==> src/rtl/pipe_hazard_ctrl.sv <==
// Hazard and stall controller for the five-stage MIPS pipeline.
// Drives PC / IF-ID / ID-EX hold and flush, tracks the multi-cycle
// mult/div unit, and counts stall cycles for performance bring-up.
module pipe_hazard_ctrl #(
  parameter int MD_CYCLES = 32,
  parameter int REG_W     = 5
) (
  input  logic             clk,
  input  logic             reset,
  input  logic [REG_W-1:0] id_rs,
  input  logic [REG_W-1:0] id_rt,
  input  logic             id_uses_rs,
  input  logic             id_uses_rt,
  input  logic             id_md_start,
  input  logic             id_md_read,
  input  logic             ex_mem_read,
  input  logic [REG_W-1:0] ex_rt_dst,
  input  logic             ex_branch_taken,
  output logic             pc_hold,
  output logic             ifid_hold,
  output logic             ifid_flush,
  output logic             idex_flush,
  output logic             md_busy,
  output logic [1:0]       hz_state,
  output logic [15:0]      stall_cycles
);

  typedef enum logic [1:0] {
    HZ_RUN      = 2'd0,
    HZ_LOAD_USE = 2'd1,
    HZ_MD_WAIT  = 2'd2,
    HZ_FLUSH    = 2'd3
  } hz_e;

  logic [7:0]  md_cnt;
  logic [15:0] stall_q;
  logic        busy;
  logic        lu;
  logic        mdh;
  logic        stall;
  logic        md_issue;
  hz_e         hz;

  assign busy = (md_cnt != 8'd0);

  // A load whose target is $zero never creates a dependency.
  assign lu = ex_mem_read && (ex_rt_dst != '0) &&
              ((id_uses_rs && (id_rs == ex_rt_dst)) ||
               (id_uses_rt && (id_rt == ex_rt_dst)));

  assign mdh   = busy && (id_md_start || id_md_read);
  assign stall = (lu || mdh) && !ex_branch_taken;

  // A mult/div squashed by a taken branch, or held by a stall, must not start.
  assign md_issue = id_md_start && !stall && !ex_branch_taken;

  // Hold/flush decode; reset forces everything quiet.
  always_comb begin
    pc_hold    = 1'b0;
    ifid_hold  = 1'b0;
    ifid_flush = 1'b0;
    idex_flush = 1'b0;
    hz         = HZ_RUN;
    if (!reset) begin
      if (ex_branch_taken) begin
        ifid_flush = 1'b1;
        idex_flush = 1'b1;
        hz         = HZ_FLUSH;
      end else if (stall) begin
        pc_hold    = 1'b1;
        ifid_hold  = 1'b1;
        idex_flush = 1'b1;
        hz         = lu ? HZ_LOAD_USE : HZ_MD_WAIT;
      end
    end
  end

  assign hz_state     = hz;
  assign md_busy      = !reset && busy;
  assign stall_cycles = reset ? 16'd0 : stall_q;

  // Mult/div occupancy: load the latency on issue, otherwise count down to idle.
  always_ff @(posedge clk) begin
    if (reset)         md_cnt <= 8'd0;
    else if (md_issue) md_cnt <= 8'(MD_CYCLES);
    else if (busy)     md_cnt <= md_cnt - 8'd1;
  end

  // Saturating count of cycles in which the PC was held.
  always_ff @(posedge clk) begin
    if (reset)                             stall_q <= 16'd0;
    else if (pc_hold && stall_q != 16'hFFFF) stall_q <= stall_q + 16'd1;
  end

endmodule

==> config.mk <==
export PLATFORM = sky130hd
export DESIGN_NAME = pipe_hazard_ctrl
export DESIGN_NICKNAME = d
export VERILOG_FILES = /design/src/rtl/pipe_hazard_ctrl.sv
export SDC_FILE = /design/constraint.sdc
export NUM_CORES = 1
export LEC_CHECK = 0
export CAP_MARGIN = 20
export CORE_MARGIN = 2
export CORE_UTILIZATION = 25
export CTS_CLUSTER_SIZE = 10
export DETAILED_ROUTE_END_ITERATION = 6
export PLACE_DENSITY_LB_ADDON = 0.25
export SYNTH_ARGS = -nofsm -noshare
export SYNTH_HDL_FRONTEND = slang
export SYNTH_SLANG_ARGS = --single-unit
export TNS_END_PERCENT = 20
==> constraint.sdc <==
create_clock -name clk -period 2.7 [get_ports clk]
set_clock_uncertainty 0.15 [all_clocks]
set_input_delay 0.27 -clock clk [delete_from_list [all_inputs] [get_ports clk]]
set_output_delay 0.27 -clock clk [all_outputs]
set_load 0.02 [all_outputs]
======== After elaboration in Yosys (flattened, before gate mapping) ========
Index checks and enable logic that the tools add are counted.
storage, ports and cells
  memory bits (read-only) ................. 0
  logic and storage cells ................. 42
  bits in registers ....................... 24
  latch bits .............................. 0
  bits in writable memories ............... 0
  output and inout port bits .............. 23
  input port bits ......................... 23
  memories ................................ 0
operators by class
  bitwise operators ....................... 0
  muxes and demuxes ....................... 14
  $mul .................................... 0
  equality and inequality tests ........... 3
  add/subtract/negate cells ............... 2
  shift-type cells ........................ 0
  div/mod/pow operators ................... 0
  order comparisons ....................... 0
  reductions and logical operators ........ 20
operators with widths
  cell                     number
  $add A16 B1 Y16 const B  1
  $mux W16                 1
  $ne A16 B16 Y1 const B   1
  $mux W6                  2
  $eq A5 B5 Y1             2
  $logic_and A1 B1 Y1      10
  $mux W2                  4
  $reduce_bool A8 Y1       1
  $sub A8 B1 Y8 const B    1
  $mux W1                  7
  $reduce_bool A5 Y1       1
  $logic_not A1 Y1         3
  $logic_or A1 B1 Y1       3
  $reduce_bool A2 Y1       1
  $reduce_or A2 Y1         1

======== Logic depth before layout (Yosys ltp) ========
Gate-level depths: netlist of run 1.
  depth in word-level cells ............... 10
  mapped depth ............................ 9
  mapped depth without buffers ............ 7

======== Worst setup path before layout of run 1 ========
Ideal clock, no wire load.
  kind .................................... flip-flop to output port
  start ................................... reg md_cnt[0]
  end ..................................... out pc_hold
  slack ................................... 0.208 ns
  buffers on the path ..................... 3
  data arrival time ....................... 2.072 ns
  cell stages (with the launch flop) ...... 10
  required time ........................... 2.280 ns
  cell sequence ........................... dfxtp_1 > inv_1 > ha_1 > nand3_1 > o21ai_0 > o21a_1 > buf_2 > buf_4 > nor3_1 > buf_4
on the way
  word-level cells in the longest chain between the ends .. 7
RTL lines
  element                   line  source
  start: declaration        35    logic [7:0] md_cnt;
  start signal: assignment  85    else if (md_issue) md_cnt <= 8'(MD_CYCLES);
  start signal: assignment  86    else if (busy) md_cnt <= md_cnt - 8'd1;
  $reduce_bool A8 Y1        44    assign busy = (md_cnt != 8'd0);
  $logic_and A1 B1 Y1       51    assign mdh = busy && (id_md_start || id_md_read);
  $logic_or A1 B1 Y1        52    assign stall = (lu || mdh) && !ex_branch_taken;
  $logic_and A1 B1 Y1       52
  $mux W1 (3 in a row)      --
  end: declaration          19    output logic pc_hold,
No other way between the ends.

======== Final worst setup path of run 1 ========
  start ................................... in ex_rt_dst[2]
  end ..................................... out idex_flush
on the way
  word-level cells in the longest chain between the ends .. 9
  elaborated cells on any way between the ends .. 13
  those cells by class .................... 2 x eq/ne; 3 x mux; 8 x reduce/logical
RTL lines
  element                                 line    source
  start: declaration                      17      input logic [REG_W-1:0] ex_rt_dst,
  $eq A5 B5 Y1 (on tied branches)         48, 49
  $logic_and A1 B1 Y1 (on tied branches)  48, 49
  $logic_or A1 B1 Y1                      48      ((id_uses_rs && (id_rs == ex_rt_dst)) ||
  $logic_and A1 B1 Y1 (*)                 47      assign lu = ex_mem_read && (ex_rt_dst != '0) &&
  $logic_or A1 B1 Y1 (*)                  52
  $logic_and A1 B1 Y1 (*)                 52
  $mux W1 (*)                             69      end else if (stall) begin
  $mux W1 (*)                             65      if (ex_branch_taken) begin
  $mux W1 (*)                             64      if (!reset) begin
  end: declaration                        22      output logic idex_flush,
Mark *: on every way between the ends. The rest lies on a longest branch, timed or not.

==> key figures, run 1 <==
Status
  – Outcome: finished, final reports clean

Worst setup path
  – Critical path buffer and inverter count: 2
  – CP top delay family: simple AND/OR/NAND/NOR gates
  – CP Data Arrival Time: 2120 ps
  – CP Cell Sequence: clkdlybuf4s50_1, xor2_1, nor4_1, a32oi_1, or2_2, and2_1, a21oi_1, buf_2
  – Crit path max-delay cell type: clkdlybuf4s50_1
  – WS Path Type: in2out
  – Critical path capture point type: primary output
  – R2R Setup Slk: 180 ps
  – Worst path max stage delay: 470 ps
  – Worst-path maximum fanout: 3
  – CP required: 2280 ps
  – Critical Path Source Type: input port

Timing
  – Fin crit share: 0.941
  – Final worst slack: 158 ps
  – RSZ-0062 raised after global routing: no
  – Max Freq: 393 MHz
  – Slew headroom: 0.659
  – Setup Viol. Count Final: 0
  – Final hold vios: 0
  – Slew Viols, Final: 0
  – Min Tclk post-route: 2540 ps
  – Worst-Margin Slew: 506 ps
  – Setup TNS: 0 ps
  – Final hold slack: 352 ps

Place
  – Gp weighted congestion: 0.814
  – Placed Area: 0.00203 mm²
  – DP HPWL: 2870 µm
  – Pre-CTS WS: -307 ps
  – I/O Buffers: 45

Synth
  – Post-synth top cells: dfxtp_1 (24), nor2_1 (24), nor2b_1 (13), nor3_1 (11)
  – Main flop type after synthesis: dfxtp_1
  – Cell Area, Synth: 0.00150 mm²
  – Dominant cell type by area after synthesis: dfxtp_1
  – Number of flops mapped to enable cells by yosys: 0
  – Avg Inst Size Synth: 8.15 µm²
  – Seq/Total Area, Yosys: 0.320
  – Top cell type's share of synthesized area: 0.320
  – Synth area leaders: dfxtp_1 (32%), mux2_2 (6.8%), nor2_1 (6.0%)
  – Count of cell types in the netlist: 38
  – Async set-reset flop share out of synthesis: 0
  – Yosys reg bits: 24
  – Mapped Cells: 184
  – Syn_nets: 210
  – Synth warnings: 0

Floorplanning
  – Die Ht: 81.5 µm
  – Die ar.: 0.00664 mm²
  – Initial core utilization: 0.256
  – Core Box Area: 0.00585 mm²
  – Num ports: 46
  – Site Rows: 28
  – Die width: 81.5 µm

Clock tree
  – Clk sinks: 24
  – Worst skew pair latency: 260 ps
  – Setup bufs post-CTS: 0
  – TritonCTS clock tree: built
  – Worst-path clk slew: 80 ps
  – Root buf cell: clkbuf_8
  – Total CTS buffers: 3
  – Clock buffer depth: 2
  – H-tree levels: 1
  – # hold bufs at CTS: 0

Power
  – Combinational power share: 0.447
  – Flop pwr share: 0.384
  – P_int: 0.774 mW
  – Switching Power: 0.454 mW
  – Sw Ratio: 0.370
  – Max rail drop VDD: 0.248 mV
  – Power per cell area: 593 mW/mm²
  – Total power: 1.23 mW
  – Pleak: 0.784 nW
  – Clock share of power: 0.169

Finish
  – Final nets: 257
  – Area grow syn2layout: 38.0%
  – Fillers: 614
  – Proportion of layout cells with a drive suffix above 1: 0.131
  – Antenna Cells: 0
  – Post-route cell area: 0.00207 mm²

Drt
  – Total length of routed wires: 3620 µm
  – Wire per inst: 11.9 µm
  – Drt initial violations: 54
  – Post-DR vias/cell: 4.67
  – Pre-antenna DRT Iters: 4
  – DRT antenna net count: 0
  – Drt drc: 0
  – Vias: 1419

Min path
  – Worst min-delay path class: reg2reg

Global routing
  – Vias in the first global route: 1352
  – Initial antenna violation count: 0
  – First-pass GRT wire length: 6280 µm
  – GRT overflow: 0
  – Largest net degree at the start of global routing: 28
  – Gr usage total: 0.119

Run
  – MaxCap Viol Count: 0
## area by class of cell
cell class / instances / area (µm²) / share of cell area
Clock buffer: 3 / 41.3 / 0.0199
Multi-Input combinational cell: 142 / 937 / 0.453
Sequential cell: 24 / 480 / 0.232
Tap cell: 75 / 93.8 / 0.0453
Timing Repair Buffer: 52 / 488 / 0.236
Inverter: 8 / 30.0 / 0.0145
## metal layers
metal  up-vias  track usage  wire (µm)
li1        733            -          -
met3         4       0.0297        194
met5         -            0          0
met2        32        0.207       1750
met4         0       0.0237         36
met1       650        0.150       1650
## path summary, 6_finish.rpt
check               start          to  cells after the start
max          ex_rt_dst[2]  idex_flush                      8
min reg2reg    stall_q[3]  stall_q[3]                      1
max reg2reg    stall_q[0]  stall_q[9]                      6
min            stall_q[3]  stall_q[3]                      1
## repair_timing
item                       4_1_cts  5_1_grt
setup endpoints to repair        5        5
pin swaps                        0        1
resized for setup                8        9
## power groups by stage
stage | clock, mW | combinational (mW) | sequential (mW)
after floorplan | 0 | 0.395 | 0.464
after global placement | 0 | 0.561 | 0.478
after detailed placement | 0 | 0.560 | 0.477
after CTS | 0.218 | 0.558 | 0.469
after global routing | 0.232 | 0.617 | 0.478
final | 0.208 | 0.550 | 0.471
## through the flow
stage / cells / utilization
finish: 304 / 0.354
global route: 304 / 0.354
CTS: 304 / 0.354
detailed placement: 301 / 0.348
global placement: 301 / 0.348
floorplan: 184 / -
## cells by family after synthesis
| group | share of synthesized area |
|---|---|
| AND/OR/NAND/NOR | 0.334 |
| flip-flops | 0.320 |
| AO/OA/AOI/OAI | 0.0826 |
| buffers and inverters | 0.0617 |
| XOR/XNOR | 0.0934 |
| multiplexers | 0.0826 |
| adder cells (fa/ha/maj) | 0.0250 |
## flip-flops by register name (all words and copies together), names as in the netlist
name and cells:
stall_q 16, md_cnt 8
## layout by cell type, fill, tap and decap left out, drive strengths merged, types with 3 or more instances in the layout
cell type      count
a21oi              4
and3               7
buf                8
clkbuf             5
clkdlybuf4s50     40
dfxtp             24
ha                 3
inv                8
mux2              11
nand2              8
nand3             10
nor2              24
nor2b             13
nor3              11
nor4               7
o21ai              5
xnor2              6
xor2              10
Note: power is estimated with default switching activity, not from simulation.
==> run 2: changes to the inputs <==
- CAP_MARGIN: 20 -> 10
- CORE_MARGIN: 2 -> 4
- PLACE_DENSITY_LB_ADDON: 0.25 -> unset
==> run 2 against run 1 <==
Compared with the run above: worst setup slack worse by 36 ps; fmax shrank 1.4%; worst hold slack improved by 5.3 ps; flip-flop and latch count unchanged; clock power up 14%; combinational power grew 2%; register-to-register slack better by 130 ps; core utilization rose by 1.7 points; first-iteration DRC count decreased by 50%; largest power group unchanged.
==> key figures, run 2 (synthesized netlist as in run 1, its figures left out) <==
Status
  – Outcome: finished, final reports clean (unchanged)

Clock tree
  – Clock buffer depth: 2 (unchanged)
  – Worst skew pair latency: 260 ps (about the same)
  – Root buf cell: clkbuf_8 (unchanged)
  – # hold bufs at CTS: 0 (unchanged)
  – Total CTS buffers: 3 (unchanged)
  – H-tree levels: 1 (unchanged)
  – TritonCTS clock tree: built (unchanged)
  – Clk sinks: 24 (unchanged)
  – Worst-path clk slew: 80 ps (about the same)

Power
  – Clock share of power: 0.187 (was 0.169)
  – Switching Power: 0.451 mW (was 0.454 mW)
  – P_int: 0.819 mW (was 0.774 mW)
  – Sw Ratio: 0.355 (was 0.370)
  – Pleak: 0.813 nW (was 0.784 nW)
  – Combinational power share: 0.443 (was 0.447)
  – Max rail drop VDD: 0.342 mV (was 0.248 mV)
  – Flop pwr share: 0.371 (was 0.384)
  – Total power: 1.27 mW (was 1.23 mW)
  – Power per cell area: 603 mW/mm² (was 593 mW/mm²)

Worst setup path
  – Critical path launch point: ex_rt_dst[3] (was ex_rt_dst[2])
  – WS Path Type: in2out (unchanged)
  – Worst Reg2Reg Path Length in Cells: 6 (unchanged)
  – End point of the critical path: hz_state[1] (was idex_flush)
  – R2R Path End: stall_q[7] (was stall_q[9])
  – Crit path max-delay cell type: clkdlybuf4s50_1 (unchanged)
  – CP Data Arrival Time: 2160 ps (was 2120 ps)
  – Critical Path Source Type: input port (unchanged)
  – Critical path capture point type: primary output (unchanged)
  – Reg2reg start: stall_q[0] (unchanged)
  – CP Cell Sequence: clkdlybuf4s50_1, xor2_1, nor4_2, a32oi_2, or2_2, buf_4, a21oi_1, nor2_1, buf_2 (was clkdlybuf4s50_1, xor2_1, nor4_1, a32oi_1, or2_2, and2_1, a21oi_1, buf_2)
  – Worst path max stage delay: 460 ps (was 470 ps)
  – Worst-path maximum fanout: 3 (unchanged)
  – CP required: 2280 ps (about the same)
  – R2R Setup Slk: 310 ps (was 180 ps)

Drt
  – Vias: 1376 (was 1419)
  – Post-DR vias/cell: 4.50 (was 4.67)
  – Drt initial violations: 27 (was 54)
  – Wire per inst: 11.9 µm (about the same)
  – Pre-antenna DRT Iters: 4 (unchanged)
  – Drt drc: 0 (unchanged)
  – Total length of routed wires: 3650 µm (was 3620 µm)
  – DRT antenna net count: 0 (unchanged)

Finish
  – Proportion of layout cells with a drive suffix above 1: 0.158 (was 0.131)
  – Final nets: 261 (was 257)
  – Biggest register: stall_q (unchanged)
  – Area grow syn2layout: 40.5% (was 38.0%)
  – Antenna Cells: 0 (unchanged)
  – Final std cells w/o fill: 306 (was 304)
  – Most frequent cells in the layout: clkdlybuf4s50_1 (40), nor2_1 (24), dfxtp_1 (24) (unchanged)
  – Max reg flops: 16 (unchanged)
  – Commonest non-fill, non-tap cell in the layout: clkdlybuf4s50_1 (unchanged)
  – Top Registers: stall_q x16, md_cnt x8 (unchanged)

Timing
  – Worst-Margin Slew: 477 ps (was 506 ps)
  – Slew headroom: 0.679 (was 0.659)
  – Slew Viols, Final: 0 (unchanged)
  – Setup Viol. Count Final: 0 (unchanged)
  – Final hold slack: 357 ps (was 352 ps)
  – Max Freq: 388 MHz (was 393 MHz)
  – Min Tclk post-route: 2580 ps (was 2540 ps)
  – RSZ-0062 raised after global routing: yes (was no)
  – Fin crit share: 0.955 (was 0.941)
  – Final hold vios: 0 (unchanged)

Floorplanning
  – Site Rows: 27 (was 28)
  – Die Ht: 85.5 µm (was 81.5 µm)
  – Core Box Area: 0.00568 mm² (was 0.00585 mm²)
  – Die ar.: 0.00730 mm² (was 0.00664 mm²)
  – Die width: 85.5 µm (was 81.5 µm)
  – Initial core utilization: 0.264 (was 0.256)
  – Num ports: 46 (unchanged)

Run
  – MaxCap Viol Count: 0 (unchanged)

Global routing
  – Largest net degree at the start of global routing: 24 (was 28)
  – Vias in the first global route: 1316 (was 1352)
  – First-pass GRT wire length: 6260 µm (was 6280 µm)
  – GRT overflow: 0 (unchanged)
  – Initial antenna violation count: 0 (unchanged)
  – Gr usage total: 0.104 (was 0.119)

Place
  – Placed cell count: 302 (was 301)
  – DP HPWL: 3010 µm (was 2870 µm)
  – Gp weighted congestion: 0.778 (was 0.814)
  – I/O Buffers: 45 (unchanged)

Min path
  – Worst min-delay path class: reg2reg (unchanged)
  – Hold Startpoint: stall_q[3] (unchanged)
## run 2: metrics by stage
stage | util | instance area (µm²) | TNS, ps | setup WS [ps]
finish | 0.371 | 2110 | 0 | 122
global route | 0.371 | 2110 | -53.1 | -51.5
CTS | 0.371 | 2100 | 0 | 4.55
detailed placement | 0.363 | 2060 | -1690 | -344
global placement | 0.363 | 2060 | -1330 | -290
floorplan | - | 1500 | 0 | 208
## run 2: timing repair
action,4_1_cts,5_1_grt
setup endpoints to repair,5,6
buffers inserted,0,0
gates resized for setup,13,8
pin swaps,2,0
## run 2: how the worst min path moves through the flow
| stage | to | cells past startpoint |
|---|---|---|
| 6_report | stall_q[3] | 1 |
| 5_1_grt | stall_q[3] | 1 |
| 4_1_cts | stall_q[3] | 1 |
| 3_5_place_dp | stall_q[3] | 1 |
| 3_3_place_gp | stall_q[3] | 1 |
| 2_1_floorplan | stall_q[3] | 1 |
## run 2: cell type report
cell class / count / area [µm²]
fill: 595 / 3570
multi-input combinational: 142 / 941
timing repair buffer: 56 / 510
sequential: 24 / 480
tap: 72 / 90.1
clock buffer: 4 / 55.1
inverter: 8 / 30.0
## run 2: power by group through the flow
stage | combinational (mW) | sequential, mW | clock, mW
2_1_floorplan | 0.395 | 0.464 | 0
3_3_place_gp | 0.570 | 0.477 | 0
3_5_place_dp | 0.573 | 0.478 | 0
4_1_cts | 0.566 | 0.470 | 0.254
5_1_grt | 0.632 | 0.481 | 0.269
6_report | 0.562 | 0.471 | 0.237
## run 2: worst max-delay path: cells and delay by family
family / cells / cell delay, ps
AOI/OAI and AO/OA: 2 / 280
buffers and inverters: 3 / 760
and+or+nand+nor: 3 / 650
xor gates and xnor gates: 1 / 200
## run 2: routing by layer
metal,up-vias,global-route usage,wire length (µm)
met5,-,0,0
met4,0,0.0259,36
met3,2,0.0252,113
met2,28,0.172,1770
met1,597,0.136,1740
li1,749,-,-
